--- config.mk ---
export PLATFORM = sky130hd
export DESIGN_NAME = mux_vector_sequencer
export DESIGN_NICKNAME = d
export VERILOG_FILES = /design/src/rtl/mux_seq_pkg.sv /design/src/rtl/mux_seq_dwell_timer.sv /design/src/rtl/mux_vector_sequencer.sv
export SDC_FILE = /design/constraint.sdc
export NUM_CORES = 1
export LEC_CHECK = 0
export BUFFER_PORTS_ARGS = -buffer_cell sky130_fd_sc_hd__buf_2
export CORE_MARGIN = 2
export CORE_UTILIZATION = 55
export DETAILED_ROUTE_END_ITERATION = 8
export PLACE_DENSITY = 0.77
export SLEW_MARGIN = 5
export SYNTH_ARGS = -nofsm -noshare
export SYNTH_HDL_FRONTEND = slang
export SYNTH_SLANG_ARGS = --single-unit
--- constraint.sdc ---
create_clock -name CLK -period 2.05 [get_ports CLK]
set_input_delay 0.41 -clock CLK [delete_from_list [all_inputs] [get_ports CLK]]
set_output_delay 0.41 -clock CLK [all_outputs]
set_load 0.02 [all_outputs]
--- src/rtl/mux_seq_pkg.sv ---
// Shared definitions for the mux vector sequencer: state encoding,
// sweep length and the expected-value rule of a 2:1 mux.
package mux_seq_pkg;

  typedef enum logic [1:0] {
    IDLE   = 2'd0,
    DRIVE  = 2'd1,
    FINISH = 2'd2
  } state_e;

  localparam int unsigned VEC_COUNT = 8;
  localparam int unsigned VEC_W     = 3;

  // Vector layout is {S,A,B}; a correct mux returns A when S=0, B when S=1.
  function automatic logic expected_z(input logic [VEC_W-1:0] vec);
    return vec[2] ? vec[0] : vec[1];
  endfunction

endpackage

--- src/rtl/mux_seq_dwell_timer.sv ---
// Dwell counter: counts 0..DWELL-1 while enabled, wraps to 0 after the
// terminal count, and is forced to 0 by a clear.
module mux_seq_dwell_timer #(
  parameter int unsigned DWELL = 25
) (
  input  logic clk_i,
  input  logic rst_ni,
  input  logic clr_i,
  input  logic en_i,
  output logic tc_o
);

  localparam logic [7:0] TC_VAL = 8'(DWELL - 1);

  logic [7:0] cnt_q;
  logic [7:0] cnt_d;

  assign tc_o = (cnt_q == TC_VAL);

  // Next count: clear wins, otherwise advance and wrap at terminal count.
  always_comb begin
    cnt_d = cnt_q;
    if (clr_i) begin
      cnt_d = 8'd0;
    end else if (en_i) begin
      if (tc_o) begin
        cnt_d = 8'd0;
      end else begin
        cnt_d = cnt_q + 8'd1;
      end
    end else begin
      cnt_d = cnt_q;
    end
  end

  // Count register with synchronous active-low reset.
  always_ff @(posedge clk_i) begin
    if (!rst_ni) begin
      cnt_q <= 8'd0;
    end else begin
      cnt_q <= cnt_d;
    end
  end

endmodule

--- src/rtl/mux_vector_sequencer.sv ---
// Mux vector sequencer: sweeps {S,A,B} through 0..7 holding each vector
// for DWELL cycles, samples the returned Z at the end of each dwell and
// counts mismatches against the ideal 2:1 mux behaviour.
module mux_vector_sequencer #(
  parameter int unsigned DWELL = 25,
  parameter int unsigned ERR_W = 4
) (
  input  logic             CLK,
  input  logic             RST_N,
  input  logic             START,
  input  logic             Z,
  output logic             S,
  output logic             A,
  output logic             B,
  output logic             BUSY,
  output logic             DONE,
  output logic             PASS,
  output logic [ERR_W-1:0] ERR_CNT
);

  import mux_seq_pkg::*;

  localparam logic [VEC_W-1:0] LAST_IDX = VEC_W'(VEC_COUNT - 1);
  localparam logic [ERR_W-1:0] ERR_MAX  = {ERR_W{1'b1}};

  state_e           state_q, state_d;
  logic [VEC_W-1:0] idx_q, idx_d;
  logic [VEC_W-1:0] sab_q, sab_d;
  logic [ERR_W-1:0] err_q, err_d;
  logic             pass_q, pass_d;
  logic             busy_q, done_q;
  logic             tc_s;
  logic             sample_s;
  logic             mismatch_s;
  logic [ERR_W-1:0] err_next_s;

  mux_seq_dwell_timer #(
    .DWELL (DWELL)
  ) u_dwell (
    .clk_i  (CLK),
    .rst_ni (RST_N),
    .clr_i  (state_q != DRIVE),
    .en_i   (state_q == DRIVE),
    .tc_o   (tc_s)
  );

  // Z only reaches registers: it is compared against the vector currently held.
  assign sample_s   = (state_q == DRIVE) && tc_s;
  assign mismatch_s = (Z != expected_z(idx_q));
  assign err_next_s = (sample_s && mismatch_s && (err_q != ERR_MAX))
                      ? (err_q + ERR_W'(1)) : err_q;

  // Next-state and datapath update for the sweep FSM.
  always_comb begin
    state_d = state_q;
    idx_d   = idx_q;
    err_d   = err_q;
    pass_d  = pass_q;
    case (state_q)
      IDLE: begin
        if (START) begin
          state_d = DRIVE;
          idx_d   = '0;
          err_d   = '0;
          pass_d  = 1'b0;
        end else begin
          state_d = IDLE;
        end
      end
      DRIVE: begin
        err_d = err_next_s;
        if (tc_s) begin
          if (idx_q == LAST_IDX) begin
            state_d = FINISH;
            pass_d  = (err_next_s == '0);
          end else begin
            idx_d = idx_q + VEC_W'(1);
          end
        end else begin
          state_d = DRIVE;
        end
      end
      FINISH: begin
        state_d = IDLE;
      end
      default: begin
        state_d = IDLE;
      end
    endcase
    sab_d = (state_d == DRIVE) ? idx_d : '0;
  end

  // State and registered outputs, synchronous active-low reset.
  always_ff @(posedge CLK) begin
    if (!RST_N) begin
      state_q <= IDLE;
      idx_q   <= '0;
      sab_q   <= '0;
      err_q   <= '0;
      pass_q  <= 1'b0;
      busy_q  <= 1'b0;
      done_q  <= 1'b0;
    end else begin
      state_q <= state_d;
      idx_q   <= idx_d;
      sab_q   <= sab_d;
      err_q   <= err_d;
      pass_q  <= pass_d;
      busy_q  <= (state_d != IDLE);
      done_q  <= (state_d == FINISH);
    end
  end

  assign S       = sab_q[2];
  assign A       = sab_q[1];
  assign B       = sab_q[0];
  assign BUSY    = busy_q;
  assign DONE    = done_q;
  assign PASS    = pass_q;
  assign ERR_CNT = err_q;

endmodule
==> summary.md, run 1 <==
| Metric | Value |
|---|---|
| Cells after synthesis | 116 |
| Top Layer Used | met4 |
| Cell Rows | 15 |
| Clk sinks | 23 |
| DIE AREA | 2310 sq um |
| Root buf cell | clkbuf_4 |
| Hold crit path type | in2reg |
| Share of layout cells above drive strength 1 | 20.5% |
| F_max | 557 MHz |
| Initial antenna violation count | 0 |
| DP Worst Slack | 0.289 ns |
| Non-Filler Instances | 157 |
| Hold-fix buffers, CTS | 0 |
| Mapped Nets | 124 |
| DP Wirelength | 1500 um |
| Predominant post-synthesis flop cell | dfxtp_1 |
| CTS tree | done |
| Clk buf depth | 2 |
| Length of routed met2 wiring | 950 um |
| Outcome | completed |
| Leakage | 0.518 nW |
| Final WL | 1930 um |
| Worst rel slew slack | 73.5% |
| Vias in the first global route | 793 |
| Final Wtd Congestion | 0.979 |
| Initial Util | 59.9% |
| Tightest Pin Transition | 0.393 ns |
| Post-cts sizing count | 0 |
| DR vias/cell | 5.44 |
| Minimum clock period after layout | 1.80 ns |
| Critical path required time | 2.26 ns |
| Post-synth ARST share | 0% |
| Pre-antenna DRT Iters | 4 |
| P&R area growth vs syn | 10.8% |
| Largest net degree at the start of global routing | 13 |
| PD cells | 589 nW/um^2 |
| Die W | 48.1 um |
| Num ports | 14 |
| Global-route wire length before repair | 3080 um |
| Gr usage total | 19.2% |
| Total gr overflow | 0 |
| Hold EP | BUSY |
| RSZ-0062 raised after global routing | false |
| Avg WL per Cell | 12.3 um |
| CP max FO | 8 |
| Seq/Total Area, Yosys | 43.1% |
| Setup violations, final | 0 |
| DRC viols | 0 |
| Vias | 854 |
| Post-synthesis register bit count | 23 |
| Post-synth EDFFs | 0 |
| Syn_area_per_cell | 9.21 sq um |
| Dpl cells | 153 |
| CP endpoint kind | flip-flop |
| Tcrit/Tclk final | 87.6% |
| H-tree levels | 1 |
| DR iter-0 viols | 25 |
| Worst setup SP type | flip-flop |
| Max-Cap Viols | 0 |
| WL met3 | 77 um |
| Hold wc startpoint | START |
| Max Slew Vio Count | 0 |
| R2r endpoint | PASS |
| Final #Nets | 141 |
| Post-Synthesis Cell Area | 1070 sq um |
| Worst IR drop on VDD | 0.000409 V |
| Critical path class | reg2reg |
| Final count of hold timing violations | 0 |
| Post-CTS Setup Inserts | 0 |
| Core ar. | 1780 sq um |
| Fill cell count | 144 |
| Layout Skew | 0.00486 ns |
| Path depth of the worst reg2reg path | 5 |
| Metal1 wirelength | 890 um |
| R2r startpoint | u_dwell.cnt_q[2] |
| Worst-path clk slew | 0.12 ns |
| Hold path depth | 3 |
| Setup slack, reg-to-reg | 0.25 ns |
| Setup_tns | 0 ns |
| WP data arrival | 2.01 ns |
| Netlist cell types | 37 |
| Yosys warnings | 0 |
| TritonCTS Buffers | 3 |
| Antenna viol nets, final | 0 |
| Clk_lat worst skew | 0.30 ns |
| N_diodes | 0 |
| Overall power | 0.000697 W |
| Final worst slack | 0.254 ns |
| Die span in y | 48.1 um |
| IO Port Bufs | 13 |
-- synthesized netlist by cell type (2+ instances only) --
cell type / number / area [sq um]
ha_1: 4 / 50.1
xor2_1: 3 / 26.3
nor3_1: 2 / 10.0
and2_2: 2 / 15.0
and3_1: 2 / 12.5
nand3_1: 4 / 20.0
nor2_1: 15 / 56.3
and2_1: 2 / 12.5
nand4_1: 4 / 25.0
mux2i_1: 2 / 20.0
nand2b_1: 2 / 12.5
inv_1: 8 / 30.0
dfxtp_1: 23 / 460
nand2_1: 10 / 37.5
xnor2_1: 4 / 35.0
o21ai_0: 3 / 15.0
a21oi_1: 2 / 10.0
a31oi_1: 5 / 31.3
-- registers in the layout, summed over array words and instances, names as in the netlist --
register,cells
state_q,2
PASS,1
u_dwell.cnt_q,8
BUSY,1
ERR_CNT,4
sab_q,3
idx_q,3
DONE,1
-- cells in the final DEF, fill, tap and decap left out --
cell type,netlist,routed
a31oi_1,5,5
and3_1,2,2
and3_2,1,1
xnor2_2,1,1
dfxtp_1,23,23
ha_1,4,4
nor3_1,2,2
nor2b_1,1,1
and2_2,2,2
nand2b_1,2,2
buf_4,0,1
and4_1,1,1
mux2_4,1,1
clkbuf_4,0,3
xnor2_1,4,4
a311oi_1,1,1
and3_4,1,1
clkbuf_1,1,1
a41oi_1,1,1
o2111ai_1,1,1
a22o_1,1,1
xor2_1,3,3
buf_2,0,13
o21bai_1,1,1
o21ai_0,3,3
and2b_1,1,1
or2b_1,1,1
and4b_2,1,1
a21oi_1,2,2
o41ai_2,1,1
nand4_1,4,4
inv_1,8,8
nand2_1,10,10
and2_1,2,2
mux2_2,1,1
mux2i_1,2,2
nor2_1,15,15
nor4_2,1,1
nand3_1,4,4
-- metrics by stage --
stage                     utilization (%)  hold WS [ns]  cell area, sq um
after floorplan                         -         0.430              1070
after global placement               64.9         0.451              1160
after detailed placement             64.9         0.457              1160
after CTS                            66.4         0.377              1180
after global routing                 66.4         0.392              1180
final                                66.4         0.397              1180
-- cell families (layout without fill, tap and decap cells) --
family / after synthesis / after routing / share of synthesized area [%]
compound gates: 16 / 16 / 10.8
xor+xnor: 8 / 8 / 7.26
fa+ha+maj: 4 / 4 / 4.68
buf+inv: 10 / 26 / 4.22
flops: 23 / 23 / 43.1
mux: 4 / 4 / 4.33
simple gates: 51 / 51 / 25.6
-- report_power, final --
| group | internal (W) | switching [W] | total [W] |
|---|---|---|---|
| registers | 0.000451 | 0.00000320 | 0.000455 |
| clock network | 0.0000757 | 0.000126 | 0.000202 |
| logic | 0.0000138 | 0.0000272 | 0.0000410 |
| total | 0.000541 | 0.000156 | 0.000697 |
-- critical path: stages, from the launching register on --
cell and delay, ns:
dfxtp_1 0.38, nor4_2 0.27, and4_1 0.40, and3_4 0.26
a31oi_1 0.10, o41ai_2 0.30
-- layer usage --
metal,vias to the layer above,track usage (%)
met3,2,3.40
met1,392,22.6
met2,26,34.1
met4,0,7.57
li1,434,-
met5,-,0
-- layout make-up --
| type | count | area, sq um | area share, % |
|---|---|---|---|
| Multi-Input combinational cell | 83 | 563 | 47.6 |
| Sequential cell | 23 | 460 | 38.9 |
| Tap cell | 25 | 31.3 | 2.64 |
| Inverter | 8 | 30.0 | 2.54 |
| Clock buffer | 4 | 26.3 | 2.22 |
| Timing Repair Buffer | 14 | 72.6 | 6.13 |
-- worst max path at each step --
stage | startpoint | to | slack (ns) | cells after the start
global placement | u_dwell.cnt_q[2] | PASS | 0.38 | 5
finish | u_dwell.cnt_q[2] | PASS | 0.25 | 5
detailed placement | u_dwell.cnt_q[2] | PASS | 0.29 | 5
CTS | u_dwell.cnt_q[2] | PASS | 0.26 | 5
floorplan | ERR_CNT[0] | ERR_CNT[0] | 0.44 | 5
global route | u_dwell.cnt_q[2] | ERR_CNT[0] | 0.15 | 5
Power figures use the tool's default switching activity.
==> inputs of run 2 (changes only) <==
--- a/config.mk
+++ b/config.mk
@@ -5,11 +5,12 @@
 export SDC_FILE = /design/constraint.sdc
 export NUM_CORES = 1
 export LEC_CHECK = 0
+export ABC_AREA = 1
 export BUFFER_PORTS_ARGS = -buffer_cell sky130_fd_sc_hd__buf_2
 export CORE_MARGIN = 2
 export CORE_UTILIZATION = 55
 export DETAILED_ROUTE_END_ITERATION = 8
-export PLACE_DENSITY = 0.77
+export PLACE_DENSITY = 0.76
 export SLEW_MARGIN = 5
 export SYNTH_ARGS = -nofsm -noshare
 export SYNTH_HDL_FRONTEND = slang
==> run 2 against run 1 <==
Against the previous run: clock skew shrank 0.0037 ns; total power grew 0.62%; hold slack gained 0.051 ns; register-to-register slack gained 0.24 ns; sequential cell count is the same; fmax grew 15%; synthesized cell count grew 34%; sequential power is essentially flat; sequential share of layout area shrank 1.5 points; first-iteration DRC count is the same; critical path depth grew 7; largest cell class unchanged.
==> summary.md, run 2 <==
| Metric | Value |
|---|---|
| Switching part of the total power | 23.6% (was 22.4%) |
| Synth area leaders | dfxtp_1 (42%), nand2_1 (12%), inv_1 (9.5%) (was dfxtp_1 (43%), nor2_1 (5.3%), ha_1 (4.7%)) |
| Num ports | 14 (unchanged) |
| P&R area growth vs syn | 11.4% (was 10.8%) |
| Leakage | 0.539 nW (was 0.518 nW) |
| Clk_lat worst skew | 0.31 ns (was 0.30 ns) |
| Post-cts sizing count | 0 (unchanged) |
| Vias in the first global route | 931 (was 793) |
| Most frequent cells after synthesis | nand2_1 (34), inv_1 (28), nor2_1 (25) (was dfxtp_1 (23), nor2_1 (15), nand2_1 (10)) |
| WHS | 0.448 ns (was 0.397 ns) |
| Commonest non-fill, non-tap cell in the layout | nand2_1 (was dfxtp_1) |
| DR vias/cell | 5.03 (was 5.44) |
| Clk buf depth | 2 (unchanged) |
| Max-Cap Viols | 0 (unchanged) |
| Synth area leader | dfxtp_1 (unchanged) |
| Die W | 48.8 um (was 48.1 um) |
| Antenna viol nets, final | 0 (unchanged) |
| PD cells | 569 nW/um^2 (was 589 nW/um^2) |
| Setup_tns | 0 ns (unchanged) |
| Final WL | 2160 um (was 1930 um) |
| Initial antenna violation count | 0 (unchanged) |
| IO Port Bufs | 13 (unchanged) |
| DP Wirelength | 1690 um (was 1500 um) |
| H-tree levels | 1 (unchanged) |
| Die span in y | 48.8 um (was 48.1 um) |
| Core ar. | 1920 sq um (was 1780 sq um) |
| Yosys warnings | 0 (unchanged) |
| Global-route wire length before repair | 3790 um (was 3080 um) |
| Worst rel slew slack | 84.4% (was 73.5%) |
| Tcrit/Tclk final | 75.8% (was 87.6%) |
| Highest-count cells in the layout ignoring fill and taps | nand2_1 (34), inv_1 (28), nor2_1 (25), dfxtp_1 (23), buf_2 (13) (was dfxtp_1 (23), nor2_1 (15), buf_2 (13), nand2_1 (10), inv_1 (8)) |
| Predominant post-synthesis flop cell | dfxtp_1 (unchanged) |
| Max incr delay on CP | 0.36 ns (was 0.40 ns) |
| Most common cell in the netlist | nand2_1 (was dfxtp_1) |
| Cells after synthesis | 156 (was 116) |
| Netlist cell types | 22 (was 37) |
| Post-CTS Setup Inserts | 0 (unchanged) |
| Syn_area_per_cell | 7.09 sq um (was 9.21 sq um) |
| Critical path class | reg2reg (unchanged) |
| Worst-path clk slew | 0.12 ns (about the same) |
| Hold-fix buffers, CTS | 0 (unchanged) |
| Seq/Total Area, Yosys | 41.6% (was 43.1%) |
| Gr usage total | 20.4% (was 19.2%) |
| TritonCTS Buffers | 3 (unchanged) |
| Internal Power | 0.000536 W (was 0.000541 W) |
| Vias | 1006 (was 854) |
| Post-synthesis register bit count | 23 (unchanged) |
| DP Worst Slack | 0.530 ns (was 0.289 ns) |
| Psw | 0.000166 W (was 0.000156 W) |
| Share of layout cells above drive strength 1 | 17.3% (was 20.5%) |
| Post-synth EDFFs | 0 (unchanged) |
| Avg WL per Cell | 10.8 um (was 12.3 um) |
| Setup violations, final | 0 (unchanged) |
| Final count of hold timing violations | 0 (unchanged) |
| Post-synth ARST share | 0% (unchanged) |
| Max reg flops | 8 (unchanged) |
| DIE AREA | 2390 sq um (was 2310 sq um) |
| Core Util, Final | 64.1% (was 66.4%) |
| Critical path cell sequence | inv_1 -> ha_1 -> nand2_1 -> nor2_2 -> nand2_2 -> nor2_4 -> nand3_2 -> nand2_1 -> nand3_2 -> nor2_2 -> nand2_1 -> a21oi_2 (was nor4_2 -> and4_1 -> and3_4 -> a31oi_1 -> o41ai_2) |
| Post-Synthesis Cell Area | 1110 sq um (was 1070 sq um) |
| CP endpoint kind | flip-flop (unchanged) |
| DRC viols | 0 (unchanged) |
| Total gr overflow | 0 (unchanged) |
| Setup slack, reg-to-reg | 0.50 ns (was 0.25 ns) |
| Reg power frac | 64.8% (was 65.2%) |
| F_max | 643 MHz (was 557 MHz) |
| Critical path required time | 2.30 ns (was 2.26 ns) |
| Layout Skew | 0.00119 ns (was 0.00486 ns) |
| Root buf cell | clkbuf_4 (unchanged) |
| Clk network pwr share | 29.3% (was 28.9%) |
| Initial Util | 57.6% (was 59.9%) |
| Final worst slack | 0.495 ns (was 0.254 ns) |
| Final #Nets | 182 (was 141) |
| Pre-antenna DRT Iters | 4 (unchanged) |
| Most flops, register | u_dwell.cnt_q (unchanged) |
| DR iter-0 viols | 25 (unchanged) |
| Crit-path most repeated cell | nand2_1 |
| WP data arrival | 1.81 ns (was 2.01 ns) |
| Final Wtd Congestion | 0.932 (was 0.979) |
| Largest net degree at the start of global routing | 14 (was 13) |
| Cell Rows | 16 (was 15) |
| N_diodes | 0 (unchanged) |
| Worst IR drop on VDD | 0.000490 V (was 0.000409 V) |
| Hold crit path type | in2reg (unchanged) |
| Tightest Pin Transition | 0.233 ns (was 0.393 ns) |
| Worst setup SP type | flip-flop (unchanged) |
| Max Slew Vio Count | 0 (unchanged) |
| Clk sinks | 23 (unchanged) |
| CP max stage cell | dfxtp_1 (was and4_1) |
| CP max FO | 4 (was 8) |
| CTS tree | done (unchanged) |
| Share of the synthesized area in the top cell type | 41.6% (was 43.1%) |
| RSZ-0062 raised after global routing | false (unchanged) |
| Minimum clock period after layout | 1.55 ns (was 1.80 ns) |
| Outcome | completed (unchanged) |
| Gate power share | 5.9% (about the same) |
| Mapped Nets | 164 (was 124) |
==> run 2: cell types whose count changed after synthesis, sizes merged, moves of 3 or more <==
cell / before / now
inv: 8 / 29
xnor2: 5 / 1
nand2: 10 / 37
and2: 4 / 0
nand4: 4 / 1
and3: 4 / 0
a21oi: 2 / 5
nand3: 4 / 13
nor2: 15 / 30
a31oi: 5 / 0
==> run 2: path summary, 6_finish.rpt <==
kind	from	to	cells past startpoint
hold / removal	RST_N	idx_q[0]	3
hold reg to reg	u_dwell.cnt_q[0]	u_dwell.cnt_q[0]	1
setup reg to reg	u_dwell.cnt_q[0]	PASS	12
setup / recovery	u_dwell.cnt_q[0]	PASS	12
==> run 2: area by class of cell <==
| cell class | count | area, sq um |
|---|---|---|
| Timing Repair Buffer | 13 | 65.1 |
| Clock inverter | 1 | 5.00 |
| Tap cell | 27 | 33.8 |
| Multi-Input combinational cell | 104 | 537 |
| Inverter | 29 | 109 |
| Sequential cell | 23 | 460 |
| Clock buffer | 3 | 22.5 |
| Fill cell | 203 | 689 |
==> run 2: power by group through the flow <==
stage	clock [W]	combinational, W	sequential, W
2_1_floorplan	0	0.0000263	0.000467
3_3_place_gp	0	0.0000401	0.000464
3_5_place_dp	0	0.0000408	0.000465
4_1_cts	0.000210	0.0000410	0.000455
5_1_grt	0.000228	0.0000467	0.000455
6_report	0.000206	0.0000412	0.000455
==> run 2: cell families after synthesis <==
logic type      share of synthesized area, %
simple gates                            35.5
buf+inv                                 9.84
flops                                   41.6
compound gates                          6.90
fa+ha+maj                               4.53
xor+xnor                                1.58
==> run 2: through the flow <==
stage                     area (sq um)  power, W  instances
after floorplan                   1110  0.000493        156
after global placement            1200  0.000505        196
after detailed placement          1200  0.000505        196
after CTS                         1230  0.000705        200
after global routing              1230  0.000730        200
final                             1230  0.000701        200
==> run 2: per-layer routing <==
| layer | wire, um | share of wire (%) | track usage, % |
|---|---|---|---|
| met5 | 0 | 0 | 0 |
| met4 | 38 | 1.8 | 8.57 |
| met3 | 102 | 4.7 | 3.68 |
| met2 | 1080 | 50 | 37.4 |
| met1 | 930 | 43 | 23.1 |
==> run 2: critical path: cells and delay by family (launching register included) <==
family,cells,cell delay (ns)
buffers and inverters,1,0.06
adders and majority gates,1,0.13
DFF,1,0.36
AOI/OAI and AO/OA,1,0.11
and+or+nand+nor,9,0.85
==> inputs of run 3 (changes only) <==
--- a/config.mk
+++ b/config.mk
@@ -5,12 +5,12 @@
 export SDC_FILE = /design/constraint.sdc
 export NUM_CORES = 1
 export LEC_CHECK = 0
-export ABC_AREA = 1
+export ABC_AREA = 0
 export BUFFER_PORTS_ARGS = -buffer_cell sky130_fd_sc_hd__buf_2
 export CORE_MARGIN = 2
 export CORE_UTILIZATION = 55
 export DETAILED_ROUTE_END_ITERATION = 8
-export PLACE_DENSITY = 0.76
+export PLACE_DENSITY = 0.77
 export SLEW_MARGIN = 5
 export SYNTH_ARGS = -nofsm -noshare
 export SYNTH_HDL_FRONTEND = slang
==> constraint.sdc (replaced) <==
create_clock -name CLK -period 1.5 [get_ports CLK]
set_input_delay 0.3 -clock CLK [delete_from_list [all_inputs] [get_ports CLK]]
set_output_delay 0.3 -clock CLK [all_outputs]
set_load 0.02 [all_outputs]
==> run 3 against run 2 <==
Against the previous run: the flow now finishes with violations (negative setup slack); cell count decreased by 12%; critical path type unchanged; combinational power grew 98%; design area grew 15%; first-iteration DRC count decreased by 48%; largest cell class unchanged; sequential power up 36%; clock-buffer cell count is 1 higher; wire length rose by 8.9%; total power rose by 40%.
==> summary.md, run 3 (synthesis gave the netlist of run 1 again) <==
| Metric | Value |
|---|---|
| Outcome | finished with violations (was completed) |
| Failing checks | negative setup slack |
| Initial antenna violation count | 0 (unchanged) |
| Vias in the first global route | 924 (was 931) |
| Num ports | 14 (unchanged) |
| RSZ-0062 raised after global routing | true (was false) |
| IO Port Bufs | 13 (unchanged) |
| DRC viols | 0 (unchanged) |
| PD cells | 690 nW/um^2 (was 569 nW/um^2) |
| Max-Cap Viols | 0 (unchanged) |
| Max reg flops | 8 (unchanged) |
| Clk sinks | 23 (unchanged) |
| Dpl cells | 172 (was 196) |
| Critical path cell sequence | nor4_4 -> and4_4 -> and3_4 -> a31oi_2 -> o41ai_2 (was inv_1 -> ha_1 -> nand2_1 -> nor2_2 -> nand2_2 -> nor2_4 -> nand3_2 -> nand2_1 -> nand3_2 -> nor2_2 -> nand2_1 -> a21oi_2) |
| Critical path class | reg2reg (unchanged) |
| DIE AREA | 2310 sq um (was 2390 sq um) |
| WHS | 0.286 ns (was 0.448 ns) |
| Setup_tns | -0.222 ns (was 0 ns) |
| Initial Util | 59.9% (was 57.6%) |
| DR iter-0 viols | 13 (was 25) |
| Final count of hold timing violations | 0 (unchanged) |
| CP max FO | 5 (was 4) |
| Global-route wire length before repair | 3740 um (was 3790 um) |
| Max Slew Vio Count | 0 (unchanged) |
| DP Wirelength | 1670 um (was 1690 um) |
| Core ar. | 1780 sq um (was 1920 sq um) |
| Share of layout cells above drive strength 1 | 40.8% (was 17.3%) |
| Final WL | 2350 um (was 2160 um) |
| Clk_lat worst skew | 0.31 ns (about the same) |
| Gr usage total | 23.8% (was 20.4%) |
| CP startpoint | u_dwell.cnt_q[2] (was u_dwell.cnt_q[0]) |
| CP max stage cell | dfxtp_2 (was dfxtp_1) |
| Minimum clock period after layout | 1.61 ns (was 1.55 ns) |
| Tcrit/Tclk final | 107% (was 75.8%) |
| Total gr overflow | 0 (unchanged) |
| Final Wtd Congestion | 0.958 (was 0.932) |
| Vias | 949 (was 1006) |
| Die W | 48.1 um (was 48.8 um) |
| DP Worst Slack | -0.115 ns (was 0.530 ns) |
| Top delay family on crit path | simple AND/OR/NAND/NOR gates (unchanged) |
| P&R area growth vs syn | 32.8% (was 11.4%) |
| Commonest non-fill, non-tap cell in the layout | buf_4 (was nand2_1) |
| Worst-path clk slew | 0.12 ns (about the same) |
| Pre-antenna DRT Iters | 4 (unchanged) |
| WP data arrival | 1.83 ns (was 1.81 ns) |
| Highest-count cells in the layout ignoring fill and taps | buf_4 (19), dfxtp_1 (15), nor2_1 (15), buf_2 (13), nand2_1 (9) (was nand2_1 (34), inv_1 (28), nor2_1 (25), dfxtp_1 (23), buf_2 (13)) |
| Non-Filler Instances | 177 (was 200) |
| TritonCTS Buffers | 3 (unchanged) |
| Die span in y | 48.1 um (was 48.8 um) |
| Hold crit path type | in2reg (unchanged) |
| Root buf cell | clkbuf_4 (unchanged) |
| Final #Nets | 161 (was 182) |
| CTS tree | done (unchanged) |
| Leakage | 0.646 nW (was 0.539 nW) |
| Worst rel slew slack | 77.7% (was 84.4%) |
| H-tree levels | 1 (unchanged) |
| CP bufs+invs | 0 (was 1) |
| Critical path required time | 1.73 ns (was 2.30 ns) |
| Final worst slack | -0.108 ns (was 0.495 ns) |
| Max incr delay on CP | 0.36 ns (about the same) |
| R2r startpoint | u_dwell.cnt_q[2] (was u_dwell.cnt_q[0]) |
| Antenna viol nets, final | 0 (unchanged) |
| Worst IR drop on VDD | 0.000724 V (was 0.000490 V) |
| Layout Skew | 0.00607 ns (was 0.00119 ns) |
| Largest net degree at the start of global routing | 13 (was 14) |
| N_diodes | 0 (unchanged) |
| DR vias/cell | 5.36 (was 5.03) |
| Hold wc startpoint | RST_N (unchanged) |
| Cell Rows | 15 (was 16) |
| Setup violations, final | 5 (was 0) |
| F_max | 622 MHz (was 643 MHz) |
| Most flops, register | u_dwell.cnt_q (unchanged) |
| Avg WL per Cell | 13.3 um (was 10.8 um) |
| Tightest Pin Transition | 0.332 ns (was 0.233 ns) |
| CP endpoint kind | flip-flop (unchanged) |
| Clk buf depth | 2 (unchanged) |
| Worst setup SP type | flip-flop (unchanged) |
[run 3: final timing paths]
check	endpoint	cells after the start	slack (ns)
setup / recovery	PASS	5	-0.11
hold / removal	idx_q[0]	2	0.29
setup reg to reg	PASS	5	-0.11
hold reg to reg	u_dwell.cnt_q[0]	2	0.51
[run 3: per-layer routing]
layer | GRT usage (%) | routed length [um] | vias to the layer above
met5 | 0 | 0 | -
met4 | 12.4 | 38 | 0
met3 | 3.77 | 53 | 4
met2 | 44.3 | 1250 | 17
met1 | 25.3 | 1000 | 451
li1 | - | - | 477
[run 3: cell type report]
type	count	area [sq um]
Tap cell	25	31.3
Clock buffer	4	26.3
Fill cell	117	364
Timing Repair Buffer	34	230
Inverter	8	30.0
Sequential cell	23	470
Multi-Input combinational cell	83	631
[run 3: timing repair]
| item | CTS | global route |
|---|---|---|
| resized for setup | 12 | 10 |
| hold buffers | 0 | 0 |
| endpoints found under the setup margin | 7 | 11 |
| buffers inserted | 1 | 0 |
| cloned | 0 | 0 |
| pin swaps | 3 | 6 |
[run 3: stage by stage]
stage	util, %	power [W]	area, sq um
2_1_floorplan	-	0.000671	1080
3_3_place_gp	73.3	0.000703	1310
3_5_place_dp	73.3	0.000704	1310
4_1_cts	77.2	0.000975	1380
5_1_grt	79.6	0.00102	1420
6_report	79.6	0.000979	1420
[run 3: power breakdown]
group	switching, W	total, W	internal, W
clock network	0.000174	0.000278	0.000104
registers	0.00000225	0.000619	0.000617
logic	0.0000493	0.0000815	0.0000322
total	0.000226	0.000979	0.000753
